**config.mk**
```make
export PLATFORM = sky130hd
export DESIGN_NAME = zpush_button_array
export DESIGN_NICKNAME = d
export VERILOG_FILES = /design/src/rtl/zpb_pkg.sv /design/src/rtl/zpb_channel.sv /design/src/rtl/zpush_button_array.sv
export SDC_FILE = /design/constraint.sdc
export NUM_CORES = 1
export LEC_CHECK = 0
export ABC_AREA = 1
export BUFFER_PORTS_ARGS = -buffer_cell sky130_fd_sc_hd__buf_4
export CAP_MARGIN = 20
export CORE_UTILIZATION = 55
export CTS_BUF_LIST = sky130_fd_sc_hd__clkbuf_4 sky130_fd_sc_hd__clkbuf_8 sky130_fd_sc_hd__clkbuf_16
export CTS_CLUSTER_SIZE = 28
export DETAILED_ROUTE_END_ITERATION = 12
export GPL_TIMING_DRIVEN = 1
export PLACE_DENSITY = 0.72
export SETUP_SLACK_MARGIN = 0.5
export SKIP_LAST_GASP = 1
export SLEW_MARGIN = 20
export SYNTH_ARGS = -nofsm -noshare
export SYNTH_HDL_FRONTEND = slang
export SYNTH_HIERARCHICAL = 1
export SYNTH_SLANG_ARGS = --single-unit
```
**constraint.sdc**
```tcl
create_clock -name clk -period 3.6 [get_ports clk]
set_clock_uncertainty 0.2 [all_clocks]
set_input_delay 1.08 -clock clk [delete_from_list [all_inputs] [get_ports clk]]
set_output_delay 1.08 -clock clk [all_outputs]
set_load 0.005 [all_outputs]
```
**src/rtl/zpb_pkg.sv**
```systemverilog
// Shared definitions for the push-button front end: channel FSM states and width helpers.
// Latency: n/a (package only).
// Backpressure: n/a (package only).
package zpb_pkg;

  // Per-channel debounce / hold states
  typedef enum logic [2:0] {
    IDLE   = 3'd0,
    DEB_DN = 3'd1,
    HELD   = 3'd2,
    REPEAT = 3'd3,
    DEB_UP = 3'd4
  } zpb_state_t;

  // Number of bits needed to hold values 0..value-1 (never less than 1)
  function automatic int clog2(input int value);
    int r;
    int v;
    r = 0;
    v = value - 1;
    while (v > 0) begin
      r = r + 1;
      v = v >> 1;
    end
    if (r < 1) r = 1;
    return r;
  endfunction

  function automatic int max3(input int a, input int b, input int c);
    int m;
    m = (a > b) ? a : b;
    m = (m > c) ? m : c;
    return m;
  endfunction

endpackage

```
**src/rtl/zpb_channel.sv**
```systemverilog
// One button channel: debounce FSM with tick counter, emits level and press/release/long/repeat strobes.
// Latency: outputs registered, change one clk after the deciding p/tick sample.
// Backpressure: none; strobes are fire-and-forget single-cycle pulses.
module zpb_channel
  import zpb_pkg::*;
#(
  parameter int DEB_TICKS  = 20,
  parameter int LONG_TICKS = 1000,
  parameter int REP_TICKS  = 200
) (
  input  logic clk,
  input  logic rst_n,
  input  logic en,
  input  logic tick,
  input  logic p,
  output logic level,
  output logic press_stb,
  output logic release_stb,
  output logic long_stb,
  output logic repeat_stb
);

  localparam int CW = clog2(max3(DEB_TICKS, LONG_TICKS, REP_TICKS) + 1);
  localparam logic [CW-1:0] DEB_C  = CW'(DEB_TICKS);
  localparam logic [CW-1:0] LONG_C = CW'(LONG_TICKS);
  localparam logic [CW-1:0] REP_C  = CW'(REP_TICKS);

  zpb_state_t    state, state_n;
  logic [CW-1:0] cnt, cnt_n, cnt_inc;
  logic          from_rep, from_rep_n;
  logic          press_n, release_n, long_n, repeat_n;
  logic          level_n;

  // Saturating increment: equality compares make a wrap impossible in practice, this is a guard
  assign cnt_inc = (cnt == {CW{1'b1}}) ? cnt : cnt + 1'b1;

  // State, counter and registered outputs
  always_ff @(posedge clk or negedge rst_n) begin
    if (!rst_n) begin
      state       <= IDLE;
      cnt         <= '0;
      from_rep    <= 1'b0;
      level       <= 1'b0;
      press_stb   <= 1'b0;
      release_stb <= 1'b0;
      long_stb    <= 1'b0;
      repeat_stb  <= 1'b0;
    end else begin
      state       <= state_n;
      cnt         <= cnt_n;
      from_rep    <= from_rep_n;
      level       <= level_n;
      press_stb   <= press_n;
      release_stb <= release_n;
      long_stb    <= long_n;
      repeat_stb  <= repeat_n;
    end
  end

  // Next state: a change of p always wins over a simultaneous tick
  always_comb begin
    state_n    = state;
    cnt_n      = cnt;
    from_rep_n = from_rep;
    press_n    = 1'b0;
    release_n  = 1'b0;
    long_n     = 1'b0;
    repeat_n   = 1'b0;
    case (state)
      IDLE: begin
        if (p) begin
          state_n = DEB_DN;
          cnt_n   = '0;
        end
      end
      DEB_DN: begin
        if (!p) begin
          state_n = IDLE;
        end else if (tick) begin
          if (cnt_inc == DEB_C) begin
            state_n = HELD;
            press_n = 1'b1;
            cnt_n   = '0;
          end else begin
            cnt_n = cnt_inc;
          end
        end
      end
      HELD: begin
        if (!p) begin
          state_n    = DEB_UP;
          cnt_n      = '0;
          from_rep_n = 1'b0;
        end else if (tick) begin
          if (cnt_inc == LONG_C) begin
            state_n = REPEAT;
            long_n  = 1'b1;
            cnt_n   = '0;
          end else begin
            cnt_n = cnt_inc;
          end
        end
      end
      REPEAT: begin
        if (!p) begin
          state_n    = DEB_UP;
          cnt_n      = '0;
          from_rep_n = 1'b1;
        end else if ((REP_TICKS != 0) && tick) begin
          if (cnt_inc == REP_C) begin
            repeat_n = 1'b1;
            cnt_n    = '0;
          end else begin
            cnt_n = cnt_inc;
          end
        end
      end
      DEB_UP: begin
        if (p) begin
          // Release glitch rejected: resume whichever held phase we came from
          state_n = from_rep ? REPEAT : HELD;
          cnt_n   = '0;
        end else if (tick) begin
          if (cnt_inc == DEB_C) begin
            state_n   = IDLE;
            release_n = 1'b1;
            cnt_n     = '0;
          end else begin
            cnt_n = cnt_inc;
          end
        end
      end
      default: begin
        state_n = IDLE;
        cnt_n   = '0;
      end
    endcase
    // Disable drops the channel silently: no release strobe is produced
    if (!en) begin
      state_n    = IDLE;
      cnt_n      = '0;
      from_rep_n = 1'b0;
      press_n    = 1'b0;
      release_n  = 1'b0;
      long_n     = 1'b0;
      repeat_n   = 1'b0;
    end
    level_n = (state_n == HELD) || (state_n == REPEAT) || (state_n == DEB_UP);
  end

endmodule

```
**src/rtl/zpush_button_array.sv**
```systemverilog
// N-channel push-button front end: 2-FF synchronisers, shared tick prescaler, per-channel debounce FSMs.
// Latency: pin to FSM 2 clk; strobes registered, press after DEB_TICKS stable ticks.
// Backpressure: none; all outputs are single-cycle strobes or a level.
module zpush_button_array
  import zpb_pkg::*;
#(
  parameter int NUM_BTN    = 4,
  parameter int ACTIVE_LOW = 1,
  parameter int TICK_CYC   = 50000,
  parameter int DEB_TICKS  = 20,
  parameter int LONG_TICKS = 1000,
  parameter int REP_TICKS  = 200
) (
  input  logic               clk,
  input  logic               rst_n,
  input  logic               en,
  input  logic [NUM_BTN-1:0] iButton,
  output logic [NUM_BTN-1:0] oLevel,
  output logic [NUM_BTN-1:0] oPress,
  output logic [NUM_BTN-1:0] oRelease,
  output logic [NUM_BTN-1:0] oLong,
  output logic [NUM_BTN-1:0] oRepeat
);

  localparam int                 PW       = clog2(TICK_CYC);
  localparam logic [PW-1:0]      PRE_LAST = PW'(TICK_CYC - 1);
  // Pin value of a released button; also the synchroniser reset value
  localparam logic [NUM_BTN-1:0] REL_VAL  = {NUM_BTN{ACTIVE_LOW != 0}};

  logic [NUM_BTN-1:0] sync_q1, sync_q2, p;
  logic [PW-1:0]      pre;
  logic               tick;

  // Two-stage synchroniser; keeps running while disabled
  always_ff @(posedge clk or negedge rst_n) begin
    if (!rst_n) begin
      sync_q1 <= REL_VAL;
      sync_q2 <= REL_VAL;
    end else begin
      sync_q1 <= iButton;
      sync_q2 <= sync_q1;
    end
  end

  // Normalise polarity so that 1 always means pressed
  assign p = sync_q2 ^ REL_VAL;

  // Shared timebase: free-running 0..TICK_CYC-1, parked at 0 while disabled
  always_ff @(posedge clk or negedge rst_n) begin
    if (!rst_n) begin
      pre <= '0;
    end else if (!en) begin
      pre <= '0;
    end else if (pre == PRE_LAST) begin
      pre <= '0;
    end else begin
      pre <= pre + 1'b1;
    end
  end

  assign tick = en && (pre == PRE_LAST);

  for (genvar i = 0; i < NUM_BTN; i++) begin : g_ch
    zpb_channel #(
      .DEB_TICKS (DEB_TICKS),
      .LONG_TICKS(LONG_TICKS),
      .REP_TICKS (REP_TICKS)
    ) u_ch (
      .clk        (clk),
      .rst_n      (rst_n),
      .en         (en),
      .tick       (tick),
      .p          (p[i]),
      .level      (oLevel[i]),
      .press_stb  (oPress[i]),
      .release_stb(oRelease[i]),
      .long_stb   (oLong[i]),
      .repeat_stb (oRepeat[i])
    );
  end

endmodule

```
=== Yosys cells after proc, flatten, opt, wreduce, memory -nomap -nowiden ===
Cells that the tools add are included.

* Bits in read-only memories: 0
* Bits in latches: 0
* Input port bits: 7
* Output and inout bits: 20
* Register bits: 100
* RAM bits: 0
* Memories kept: 0
* Logic and storage cells: 337

* Mux-type cells: 202
* Eq/ne operators: 73
* Multipliers: 0
* $add $sub $neg: 5
* Shifts and indexed selects: 0
* Divide/modulo/power cells: 0
* Order comparisons: 0
* Reductions and logical operators: 21
* Bitwise gates (word level): 1

{| class="wikitable"
|+ Operator list
! cell !! count
|-
| 10-bit 2-to-1 mux || 52
|-
| 10-bit one-hot mux with 5 select lines || 4
|-
| 3-bit 2-to-1 mux || 48
|-
| 1-bit 2-to-1 mux || 88
|-
| 10-bit equality test, second input constant || 8
|-
| 3-bit one-hot mux with 5 select lines || 4
|-
| 3-bit by 2-bit equality test with 1-bit output, second input constant || 16
|-
| 3-bit != test, second input constant || 16
|-
| 10-bit by 1-bit adder with 10-bit output, second input constant || 4
|-
| 10-bit by 5-bit equality test with 1-bit output, second input constant || 4
|-
| 10-bit by 8-bit equality test with 1-bit output, second input constant || 4
|-
| 16-bit 2-to-1 mux || 2
|-
| 3-bit equality test, second input constant || 8
|-
| 4-bit != test, second input constant || 6
|-
| 16-bit by 1-bit adder with 16-bit output, second input constant || 1
|-
| 16-bit equality test, second input constant || 1
|-
| 4-bit AND reduction || 4
|-
| 3-bit by 1-bit equality test with 1-bit output, second input constant || 4
|-
| 3-bit zero test || 4
|-
| 3-bit by 1-bit != test with 1-bit output, second input constant || 4
|-
| 3-bit AND reduction || 4
|-
| 1-bit logical OR || 8
|-
| 4-bit by 3-bit != test with 1-bit output, second input constant || 2
|-
| 1-bit one-hot mux with 2 select lines || 4
|-
| other kinds (2) || 2
|}

=== Logic depth before layout (Yosys ltp) ===
* Depth after elaboration: 11
* Depth in mapped cells: 17
* Mapped depth without buffers: 16

=== Modules after synthesis ===
The synthesis kept the hierarchy.

{| class="wikitable"
|+ By module, submodules not included
! module !! area each (um2) !! cells an instance !! sequential area each (um2) !! times used
|-
| zpb_channel at g_ch[0].u_ch ... || 1596.5 || 256 || 475.5 || 3
|-
| zpb_channel at g_ch[3].u_ch || 1564.0 || 254 || 475.5 || 1
|-
| zpush_button_array || 1181.1 || 136 || 610.6 || 1
|}

=== Worst setup path after synthesis ===
Ideal clock, no wire load.

* Path type: input to register
* Start point: in en
* End point: reg g_ch[0].u_ch.cnt[3]
* Buffers on the path: 2
* Setup slack: 0.840 ns
* Arrival: 2.494 ns
* Stages on the path: 10
* Library setup time: 0.066 ns
* Data required time: 3.334 ns
* Path through: inv_1 nor2_1 clkbuf_1 clkinv_1 clkbuf_1 a21oi_1 o21ai_0 nand2_1 nand2_1 nand2_1

* Cells in the longest elaborated chain, start to end: 5
* Elaborated cells on any way between the ends: 11
* Those cells by class: 4 x eq/ne; 5 x mux; 2 x reduce/logical

{| class="wikitable"
|+ RTL lines
! element !! line !! source
|-
| start: declaration || zpush_button_array.sv:16 || <nowiki>input logic en,</nowiki>
|-
| 1-bit logical AND (*) || zpush_button_array.sv:61 || <nowiki>assign tick = en && (pre == PRE_LAST);</nowiki>
|-
| net tick || zpush_button_array.sv:32 || <nowiki>logic tick;</nowiki>
|-
| 10-bit 2-to-1 mux || - ||
|-
| 10-bit 2-to-1 mux (on tied branches) || - ||
|-
| 10-bit one-hot mux with 5 select lines || - ||
|-
| 10-bit 2-to-1 mux || zpb_channel.sv:139 || <nowiki>if (!en) begin</nowiki>
|-
| end signal: assignment || zpb_channel.sv:50 || <nowiki>cnt <= cnt_n;</nowiki>
|-
| end: declaration || zpb_channel.sv:29 || <nowiki>logic [CW-1:0] cnt, cnt_n, cnt_inc;</nowiki>
|}

The timed path passes the listed nets; every way through them passes the cells marked *. The select of a mux whose other input is x is not followed.
A chain may end at the register's enable or synchronous reset.

=== Worst setup path in the final report ===
* Start point: reg pre[0]
* End point: reg g_ch[3].u_ch.cnt[0]

* Cells in the longest elaborated chain, start to end: 6
* Elaborated cells on any way between the ends: 10
* Those cells by class: 3 x eq/ne; 5 x mux; 2 x reduce/logical

{| class="wikitable"
|+ RTL lines
! element !! line !! source
|-
| start: declaration || zpush_button_array.sv:31 || <nowiki>logic [PW-1:0] pre;</nowiki>
|-
| start signal: assignment || zpush_button_array.sv:57 || <nowiki>pre <= pre + 1'b1;</nowiki>
|-
| 16-bit equality test (*) || zpush_button_array.sv:61 ||
|-
| 1-bit logical AND (*) || zpush_button_array.sv:61 ||
|-
| net tick || zpush_button_array.sv:32 ||
|-
| 10-bit 2-to-1 mux || - ||
|-
| 10-bit 2-to-1 mux (on tied branches) || - ||
|-
| 10-bit one-hot mux with 5 select lines || - ||
|-
| 10-bit 2-to-1 mux || - ||
|-
| end signal: assignment || zpb_channel.sv:50 ||
|-
| end: declaration || zpb_channel.sv:29 ||
|}

Marks and branches as above.

==> impl_metrics.ini <==
[run_status]
status = finished, final reports clean

[timing]
fin_crit_sh_pct = 79.6
grt_setup_unrepaired = false
drv_slew = 0
fmax_mhz = 349
final-setup-viol-count = 0
fin_tns_setup_ps = 0
hold_viol = 0
worstMarginPinSlew_ps = 451
slew_headroom_pct = 69.9
period_minus_slack_ps = 2870

[power_and_ir_drop]
ir_worst_vdd_uv = 351
swShare_pct = 24.6
powerDensity_nw_per_um2 = 267
internal_power_w = 0.00167
seqPwrFrac_pct = 51.9
pwr-share-clk_pct = 42.1
combPwrFrac_pct = 6.0
leakagePower_nw = 4.27
p_switching_w = 0.000542

[floorplanning]
row_count = 42
die_w_um = 119
pin_count = 27
fp.coreArea_sq_um = 13300
die_area_sq_um = 14200
initial_utilization_pct = 56.7
dieHeight_um = 119

[finish]
final_common_cell = nand2_1
drive_gt1_share_pct = 13.0
diodes = 0
area_growth_pct = 9.83
final_cell_mix = nand2_1, nor2_1, inv_1
fin_nets = 1203
instances_no_fill = 1372
fillerInstances = 1242

[drt]
postRouteAntennaNets = 0
drc = 0
wl_per_cell_um = 13.2
vias = 7376
drt_pass1_iterations = 6
routed_wl_mm = 18.1
drt_iter0_drc = 554
viasPerCell = 5.38

[cts]
cts_tree = yes
clk_pin_slew_ps = 70
cts_root_buf = clkbuf_16
cts_hold_buf = 0
clk_path_buf_depth = 2
cts.sinks = 100
h-tree-depth = 3
cts_buffers = 9
worstSkewPairLatency_ps = 360

[worst_hold_path]
min_path_type = flop to flop

[global_route]
grt_max_degree = 71
grt_pass1_wl_mm = 30.4
grt_pass1_vias = 6738
antenna_found_initial = 0
grt.overflow.total = 0
grtUsageTotal_pct = 26.5

[synth]
synth.avg_cell_area_sq_um = 6.51
synth_seq_cells = 100
synth.area.top_cells = dfrtp_1, nand2_1, nor2_1
postSynthCellCount = 1158
synth_area_sq_um = 7530
synth.top_cell.area_share_pct = 30.6
yosysUniqueCellTypes = 40
syn-num-nets = 1170
synth_warnings = 6
synth_seq_area_share_pct = 33.3
synth_top_cell_by_area = dfrtp_1

[job]
max-cap-violations = 0

[critical_path]
startpoint_type = flop
cp.arrival_ps = 2900
crit_type = flop to flop
required_ps = 3630
worst_setup_path_end_kind = flop
worstPathMaxFanout = 38

[placed_design]
dpl.cell_count = 1349
post-dp-hpwl_mm = 13.1
port-buffer-count = 26
gp_congestion = 0.907
-- layer usage --
layer	routed length [um]	GRT usage [%]
met5	0	0
met4	338	8.15
met3	921	4.98
met2	8520	43.7
met1	8320	35.1
-- synthesized netlist by cell type --
cell,count
dfstp_2,8
xor2_1,16
o32ai_1,6
clkbuf_1,9
a21oi_1,44
nand3_4,3
nand2_1,349
o32ai_2,4
nand2_4,4
inv_1,157
a21o_1,1
nor2_8,3
dfrtp_1,92
nand2_2,21
o21ai_0,36
nor3b_1,1
o21ai_1,23
o211ai_1,1
nor2_4,7
xnor2_1,5
nand3_1,72
nor2_1,164
nand4_1,35
buf_1,3
buf_6,4
nor3_2,2
ha_1,5
a211oi_1,4
buf_2,3
nor3_1,11
o31ai_1,8
a31oi_1,1
nor2_2,11
inv_2,16
clkinv_1,6
o21bai_2,1
o22ai_1,3
nand3_2,11
nor3_4,4
nor4_1,4
-- worst max-delay path, cell delays in order, from the launching register on --
cell,delay (ps)
dfrtp_1,400
ha_1,260
nand3_2,160
nor3_2,150
nand2_2,160
nor2_2,160
buf_12,230
inv_1,260
o21ai_0,310
o32ai_1,110
o21ai_0,220
o21ai_1,100
-- worst paths after layout --
path	to	depth (start not counted)	startpoint	slack [ps]
min	sync_q2[0]$_DFF_PN1_	0	sync_q1[0]$_DFF_PN1_	160
min reg2reg	sync_q2[0]$_DFF_PN1_	0	sync_q1[0]$_DFF_PN1_	160
max reg2reg	g_ch[3].u_ch/cnt[0]$_DFFE_PN0P_	11	pre[0]$_DFF_PN0_	730
max in group asynchronous	sync_q1[0]$_DFF_PN1_	2	rst_n	1990
min in group asynchronous	g_ch[0].u_ch/cnt[7]$_DFFE_PN0P_	1	rst_n	470
max	g_ch[3].u_ch/cnt[0]$_DFFE_PN0P_	11	pre[0]$_DFF_PN0_	730
-- area by class of cell --
cell class | instances | area, sq um | area share (%)
Multi-Input combinational cell | 860 | 4250 | 51.3
Sequential cell | 100 | 2510 | 30.4
Inverter | 179 | 679 | 8.21
Timing Repair Buffer | 41 | 333 | 4.02
Clock buffer | 11 | 246 | 2.98
Tap cell | 176 | 220 | 2.66
Clock inverter | 5 | 36.3 | 0.438
-- flip-flops by register name, indices dropped and copies added (netlist names) --
register / cells
g_ch.u_ch/cnt: 40
g_ch.u_ch/long_stb: 4
g_ch.u_ch/level: 4
g_ch.u_ch/press_stb: 4
g_ch.u_ch/from_rep: 4
g_ch.u_ch/state: 12
sync_q1: 4
pre: 16
g_ch.u_ch/repeat_stb: 4
g_ch.u_ch/release_stb: 4
sync_q2: 4
-- repair_timing --
item,in CTS,in global routing
setup endpoints to repair,0,6
gates resized for setup,0,2
buffers inserted,0,7
-- per-stage QoR --
step | hold WS, ps | utilization [%] | instance area, sq um | setup slack [ps] | power (W)
after detailed placement | 147 | 59.7 | 7930 | 477 | 0.00130
after global routing | 158 | 62.2 | 8280 | 517 | 0.00229
final | 156 | 62.2 | 8280 | 733 | 0.00221
after floorplan | 145 | - | 7530 | 840 | 0.00124
after CTS | 158 | 61.8 | 8220 | 632 | 0.00224
after global placement | 145 | 59.7 | 7930 | 538 | 0.00130
-- cells by family (layout without fill, tap and decap cells) --
family / Yosys count / after routing / share of synthesized area (%)
AND/OR/NAND/NOR: 702 / 702 / 42.8
AO/OA/AOI/OAI: 132 / 132 / 10.3
flip-flops: 100 / 100 / 33.3
buffers and inverters: 198 / 236 / 10.3
adder cells (fa/ha/maj): 5 / 5 / 0.830
XOR/XNOR: 21 / 21 / 2.44
-- power groups by stage --
stage	combinational, W	sequential, W	clock [W]
after CTS	0.000133	0.00115	0.000965
after detailed placement	0.000133	0.00117	0
after floorplan	0.0000699	0.00117	0
final	0.000132	0.00115	0.000930
after global placement	0.000132	0.00117	0
after global routing	0.000149	0.00115	0.000994
Note: power is estimated with default switching activity, not from simulation.
